## config.mk

```make
export PLATFORM = sky130hd
export DESIGN_NAME = twos_to_signmag25
export DESIGN_NICKNAME = d
export VERILOG_FILES = /design/src/rtl/twos_to_signmag25_pkg.sv /design/src/rtl/twos_to_signmag25_chunk.sv /design/src/rtl/twos_to_signmag25.sv
export SDC_FILE = /design/constraint.sdc
export NUM_CORES = 1
export LEC_CHECK = 0
export ABC_AREA = 1
export ABC_CLOCK_PERIOD_IN_PS = 5000
export BUFFER_PORTS_ARGS = -buffer_cell sky130_fd_sc_hd__buf_2
export CORE_MARGIN = 2
export CORE_UTILIZATION = 60
export CTS_BUF_LIST = sky130_fd_sc_hd__clkbuf_8
export DETAILED_ROUTE_END_ITERATION = 8
export GPL_TIMING_DRIVEN = 1
export PLACE_DENSITY = 0.94
export SYNTH_ARGS = -nofsm -noshare
export SYNTH_HDL_FRONTEND = slang
export SYNTH_SLANG_ARGS = --single-unit
```

## constraint.sdc

```tcl
create_clock -name clk -period 5 [get_ports clk]
set_clock_uncertainty 0.1 [all_clocks]
set_input_delay 0.5 -clock clk [delete_from_list [all_inputs] [get_ports clk]]
set_output_delay 0.5 -clock clk [all_outputs]
set_load 0.03 [all_outputs]
```

## src/rtl/twos_to_signmag25_pkg.sv

```systemverilog
// Shared definitions for the two's-complement to sign/magnitude converter:
// default geometry and the controller state type.
package ktsnc_pkg;

   localparam int KTSNC_WIDTH = 25;
   localparam int KTSNC_CHUNK = 5;

   typedef enum logic [1:0] {
      ST_IDLE = 2'd0,
      ST_CONV = 2'd1,
      ST_DONE = 2'd2
   } state_t;

endpackage

```

## src/rtl/twos_to_signmag25_chunk.sv

```systemverilog
// One chunk of the serial negation: optionally inverts the chunk and adds
// the incoming carry. When not inverting, the chunk passes through and no
// carry is produced.
module twos_chunk
   import ktsnc_pkg::*;
#(
   parameter int CHUNK = KTSNC_CHUNK
) (
   input  logic             inv_i,
   input  logic [CHUNK-1:0] d_i,
   input  logic             cin_i,
   output logic [CHUNK-1:0] sum_o,
   output logic             cout_o
);

   logic [CHUNK:0] ext;

   // Conditional invert-plus-carry with carry-out in the top bit
   always_comb begin
      ext = {1'b0, d_i};
      if (inv_i) begin
         ext = {1'b0, ~d_i} + {{CHUNK{1'b0}}, cin_i};
      end
      sum_o  = ext[CHUNK-1:0];
      cout_o = ext[CHUNK];
   end

endmodule

```

## src/rtl/twos_to_signmag25.sv

```systemverilog
// Multi-cycle two's-complement to sign/magnitude converter. A word is taken
// in IDLE, negated CHUNK bits per cycle (LSB chunk first) while in CONV, and
// presented in DONE until the consumer takes it.
module twos_to_signmag25
   import ktsnc_pkg::*;
#(
   parameter int WIDTH = KTSNC_WIDTH,
   parameter int CHUNK = KTSNC_CHUNK
) (
   input  logic             clk,
   input  logic             rst,
   input  logic             in_valid,
   output logic             in_ready,
   input  logic [WIDTH-1:0] data_in,
   output logic             out_valid,
   input  logic             out_ready,
   output logic             sign,
   output logic [WIDTH-1:0] mag,
   output logic             zero,
   output logic             min_neg
);

   localparam int NCHUNK = WIDTH / CHUNK;
   localparam int CNT_W  = (NCHUNK > 1) ? $clog2(NCHUNK) : 1;
   localparam logic [CNT_W-1:0] CNT_LAST    = CNT_W'(NCHUNK - 1);
   localparam logic [WIDTH-1:0] MIN_NEG_PAT = {1'b1, {(WIDTH-1){1'b0}}};

   state_t           state_q, state_d;
   logic [WIDTH-1:0] data_q, data_d;
   logic [WIDTH-1:0] mag_q, mag_d;
   logic             sign_q, sign_d;
   logic             carry_q, carry_d;
   logic [CNT_W-1:0] cnt_q, cnt_d;

   logic [CHUNK-1:0] data_chunk;
   logic [CHUNK-1:0] mag_chunk;
   logic             chunk_cout;

   assign data_chunk = data_q[cnt_q*CHUNK +: CHUNK];

   twos_chunk #(
      .CHUNK (CHUNK)
   ) u_chunk (
      .inv_i  (sign_q),
      .d_i    (data_chunk),
      .cin_i  (carry_q),
      .sum_o  (mag_chunk),
      .cout_o (chunk_cout)
   );

   // Next-state logic: accept in IDLE, one chunk per cycle in CONV, hold in DONE
   always_comb begin
      state_d = state_q;
      data_d  = data_q;
      mag_d   = mag_q;
      sign_d  = sign_q;
      carry_d = carry_q;
      cnt_d   = cnt_q;
      case (state_q)
         ST_IDLE: begin
            if (in_valid) begin
               data_d  = data_in;
               sign_d  = data_in[WIDTH-1];
               mag_d   = '0;
               cnt_d   = '0;
               carry_d = 1'b1;
               state_d = ST_CONV;
            end
         end
         ST_CONV: begin
            mag_d[cnt_q*CHUNK +: CHUNK] = mag_chunk;
            carry_d = chunk_cout;
            if (cnt_q == CNT_LAST) begin
               cnt_d   = '0;
               state_d = ST_DONE;
            end else begin
               cnt_d = cnt_q + 1'b1;
            end
         end
         ST_DONE: begin
            if (out_ready) begin
               state_d = ST_IDLE;
            end
         end
         default: begin
            state_d = ST_IDLE;
         end
      endcase
   end

   // State and result registers; reset discards any word in flight
   always_ff @(posedge clk) begin
      if (rst) begin
         state_q <= ST_IDLE;
         mag_q   <= '0;
         sign_q  <= 1'b0;
         carry_q <= 1'b0;
         cnt_q   <= '0;
      end else begin
         state_q <= state_d;
         mag_q   <= mag_d;
         sign_q  <= sign_d;
         carry_q <= carry_d;
         cnt_q   <= cnt_d;
      end
   end

   // Captured operand needs no reset: it is only read after a fresh accept
   always_ff @(posedge clk) begin
      data_q <= data_d;
   end

   assign in_ready  = (state_q == ST_IDLE);
   assign out_valid = (state_q == ST_DONE);
   assign sign      = sign_q;
   assign mag       = mag_q;
   // Only -2^(WIDTH-1) yields a negative word whose magnitude has the top bit set
   assign zero      = out_valid && (mag_q == '0);
   assign min_neg   = out_valid && sign_q && (mag_q == MIN_NEG_PAT);

endmodule

```

; ---- Word level (Yosys, flattened, before mapping)
; Cells that the tools add are included.
; Widths: inputs -> output; s select.
[classes]
n_addsub = 3
eq_ne = 7
n_shift = 3
mux = 13
n_mul = 1
reduce_logical = 9
n_bitwise = 1
[op_table]
columns = cell, count
row1 = $pmux 25 s2, 1
row2 = $neg 6->34, 1
row3 = $shift 5x34->25 const A, 1
row4 = $shiftx 5x34->25, 1
row5 = $bwmux 25, 1
row6 = $eq 25x25->1 const B, 1
row7 = $logic_not 25->1, 1
row8 = $mux 25, 1
row9 = $shiftx 25x7->5, 1
row10 = $add 5x1->6, 1
row11 = $mul 3x3->6 const B, 1
row12 = $mux 2, 3
row13 = $mux 3, 2
row14 = $mux 6, 1
row15 = $pmux 2 s3, 1
row16 = $pmux 3 s2, 1
row17 = $not 5->5, 1
row18 = $ne 2x2->1 const B, 2
row19 = $reduce_and 2->1, 2
row20 = $add 3x1->3 const B, 1
row21 = $eq 3x3->1 const B, 1
row22 = $logic_and 1x1->1, 3
row23 = $reduce_and 3->1, 1
row24 = $eq 2x1->1 const B, 1
row25 = 6 further kinds, 6
[word_totals]
in_bits = 29
regBits = 57
elab_cells = 43

; ---- Depth between registers and ports, before layout
[logic_depth]
depth_word = 8
depth_mapped = 15
mapped_depth_nobuf = 14

; ---- By module
; A second synthesis with hierarchy kept.
[hier_totals]
hier_cells = 324
area_unflattened_um2 = 2697.6
[modules_own_cells]
columns = mod, area_per_inst_um2, n_inst, cells_per_inst, seq_area_each_um2
row1 = twos_to_signmag25, 2544.9, 1, 295, 1391.3
row2 = twos_chunk, 152.6, 1, 29, 0.0

; ---- Least setup slack after synthesis
; No wires, ideal clock.
[synth_path]
kind = flip-flop to flip-flop
start = register state_q[1]
end = register mag_q[15] (netlist: mag[15])
path_buffers = 0
path_stages_with_launch = 9
synth_period_minus_slack_ns = 2.299
arrival_time_ns = 2.067
path_slack_ns = 2.701
setup_ns = 0.132
path_cell_list = dfxtp_1 > nor2_1 > nand2_1 > inv_1 > nor2_1 > inv_1 > nand2_1 > nand2_1 > a21oi_1
[synth_via]
elab_chain_len = 3
[synth_rtl]
columns = element, line_no
row1 = "start, declared", twos_to_signmag25.sv:28  ; state_t state_q, state_d;
row2 = "start signal, assigned", twos_to_signmag25.sv:100  ; state_q <= state_d;
row3 = $logic_not 2->1 *, --
row4 = named net in_ready, twos_to_signmag25.sv:13  ; output logic in_ready,
row5 = $ne 2x2->1 (no line) or $reduce_bool 2->1 (tied branches), --
row6 = $reduce_and 2->1 (no line), --
row7 = "end signal, assigned", twos_to_signmag25.sv:101  ; mag_q <= mag_d;
row8 = "end, declared", twos_to_signmag25.sv:30  ; logic [WIDTH-1:0] mag_q, mag_d;
; The timed path passes the listed nets; every way through them passes the cells marked *.
; A chain may end at the register's enable or synchronous reset.

; ---- Worst setup path in the final report
[layout_path]
start = register cnt_q[0]
end = register mag_q[18] (netlist: mag[18])
[layout_via]
elab_chain_len = 8
[layout_rtl]
columns = element, line_no
row1 = "start, declared", twos_to_signmag25.sv:33  ; logic [CNT_W-1:0] cnt_q, cnt_d;
row2 = "start signal, assigned", twos_to_signmag25.sv:104  ; cnt_q <= cnt_d;
row3 = $mul 3x3->6 *, "twos_to_signmag25.sv:39, twos_to_signmag25.sv:71"
row4 = $shiftx 25x7->5, twos_to_signmag25.sv:39  ; assign data_chunk = data_q[cnt_q*CHUNK +: CHUNK];
row5 = $not 5->5, twos_to_signmag25_chunk.sv:22  ; ext = {1'b0, ~d_i} + {{CHUNK{1'b0}}, cin_i};
row6 = $add 5x1->6, twos_to_signmag25_chunk.sv:22
row7 = $mux 6, twos_to_signmag25_chunk.sv:21  ; if (inv_i) begin
row8 = $shiftx 5x34->25, twos_to_signmag25.sv:71  ; mag_d[cnt_q*CHUNK +: CHUNK] = mag_chunk;
row9 = $bwmux 25 *, twos_to_signmag25.sv:71
row10 = $pmux 25 s2 *, twos_to_signmag25.sv:59  ; case (state_q)
; Every way passes the cells marked *; elsewhere a longest branch is shown, timed or not.

==> flow_summary.ini <==
[yosys]
yosysTopAreaCellShare = 0.288
synthTopCellsByCount = 85 x nand2_1, 32 x dfxtp_1, 31 x a21oi_1
synth_seq_cells = 57
synth-async-reset-ratio = 0
syn-num-nets = 335
ys_warn_count = 0
avgSynthCellArea_um2 = 8.75
synth_area_leaders = edfxtp_1 29%, dfxtp_1 25%, nand2_1 12%
synth_cell_types = 29
synth.most_common_cell = nand2_1
ys.flop_type = dfxtp_1
ys_seq_area_frac = 0.534
synth_edf_count = 25
synthCells = 298
syn-cell-area_um2 = 2610
synth_largest_area_cell = edfxtp_1

[floorplan]
die_y_um = 69.9
io_pins = 59
fp.coreArea_um2 = 4090
die-area_um2 = 4890
die_w_um = 69.9
fp-row-count = 23
initial_core_util = 0.638

[critical_path]
worst-path-max-fanout = 24
max_stage_delay_ns = 0.89
r2r_setup_slack_ns = 1.96
cp.arrival_ns = 3.21
crit_path_cell_trace = inv_2 -> ha_1 -> ha_1 -> inv_1 -> nand2_1 -> nor3_1 -> nand4_1 -> a21oi_1
cp_slowest_cell = dfxtp_1
crit_top_cell = ha_1
crit_type = reg2reg
endpoint_kind = flip-flop
startpoint_type = flip-flop
worstPathRequired_ns = 5.17
worst-path-buf-inv = 2
critical_path.top_delay_family = flip-flops

[timing]
finalSetupViolCount = 0
slew_headroom = 0.257
fmaxAchievable_mhz = 329
worst_pin_slew_ns = 1.11
fin_crit_sh = 0.608
hold_viol_final = 0
setup_tns_ns = 0
whs_ns = 0.237
rsz0062_at_grt = false
drv_slew = 0
period_minus_slack_ns = 3.04

[clocking]
ctsRootBufferMaster = clkbuf_8
postCtsHoldBufs = 0
clk_latency_ns = 0.33
cts_sinks = 57
cts_resized = 0
clk_transition_reported_paths_ns = 0.07
cts_max_path_buffers = 2
cts_buffers = 9
cts_max_level = 3
cts_setup_buffers = 0
cts_tree = built

[place]
place_hpwl_um = 4060
dpl.cell_count = 398
routabilityCongestion = 0.915
dpl-instance-area_um2 = 2910
io_buffers = 58

[grt]
overflow = 0
grt_usage = 0.244
grt_max_degree = 32
grt_pass1_vias = 2081
grt_pass1_wl_um = 9260
antenna_found_initial = 0

[power_and_ir_drop]
leakagePower_uw = 0.00135
power.density_nw_per_um2 = 360
power_uw = 1130
vdd_drop_max_uv = 271

[route]
routedWlPerCell_um = 13.5
post-route-drc-count = 0
routed_wl_um = 5600
dr.pass1.iters = 5
drtIter0Drc = 268
viasPerCell = 5.52
ant_nets = 0
num_vias = 2285

[finish]
fin_nets = 396
antennaDiodeCount = 0
syn2layout_area_growth_pct = 20.0
fill_cells = 297
final_cells = 414
layout-drive-gt1-share = 0.258
fin_area_um2 = 3130

[flow_run]
max-cap-violations = 0

[worst_hold_path]
worstHoldPathType = in2reg

[status]
status = completed
==> metal layers <==
metal,vias to the layer above,part of all wire,global-route usage
met4,0,0.026,0.120
met5,-,0,0
met3,14,0.071,0.0678
met2,116,0.50,0.406
li1,1133,-,-
met1,1022,0.40,0.290
==> power by group <==
group          switching (uW)  internal, uW
logic                    92.7          41.7
registers                15.2           508
clock network             176           291
total                     284           841
==> cell usage in the layout, fill, tap and decap left out, types with 3 or more instances in the layout <==
cell,n
a21oi_1,31
a31oi_1,3
buf_2,58
clkbuf_8,10
dfxtp_1,32
edfxtp_1,25
ha_1,8
inv_1,19
inv_2,5
nand2_1,85
nand2_2,3
nand3_1,28
nand3_2,4
nand4_1,6
nor2_1,18
nor2_4,3
nor3_1,4
nor4_1,5
==> registers in the layout, summed over array words and instances (netlist names) <==
register  cells
cnt_q         3
data_q       25
sign          1
mag          25
state_q       2
carry_q       1
==> through the flow <==
step,setup slack [ns],utilization
after floorplan,2.70,-
after global placement,2.21,0.712
after detailed placement,2.06,0.712
after CTS,2.06,0.766
after global routing,1.75,0.766
final,1.96,0.766
==> kinds of logic (layout without fill, tap and decap cells) <==
group                      count (synthesis)  in the layout  share of synthesized area
AOI/OAI and AO/OA                         42             42                     0.0869
adders and majority gates                  8              8                     0.0384
DFF                                       57             57                      0.534
and+or+nand+nor                          160            160                      0.288
buffers and inverters                     31             97                     0.0528
==> cell type report <==
class,count,area (um2),area share
clock buffers,10,138,0.0440
multi-input cells,210,1080,0.345
repair buffers,58,290,0.0928
flip-flops and latches,57,1390,0.445
inverters,23,86.3,0.0276
well taps,50,62.6,0.0200
clock inverters,6,82.6,0.0264
==> path summary, 6_finish.rpt <==
| check | start | end | depth (start not counted) |
|---|---|---|---|
| worst max-delay path | cnt_q[0] | mag[18] | 8 |
| worst min register to register | mag[1] | mag[1] | 2 |
| worst max register to register | cnt_q[0] | mag[18] | 8 |
| worst min-delay path | data_in[4] | data_q[4] | 1 |
No activity file was read; power rests on OpenSTA's default activity.
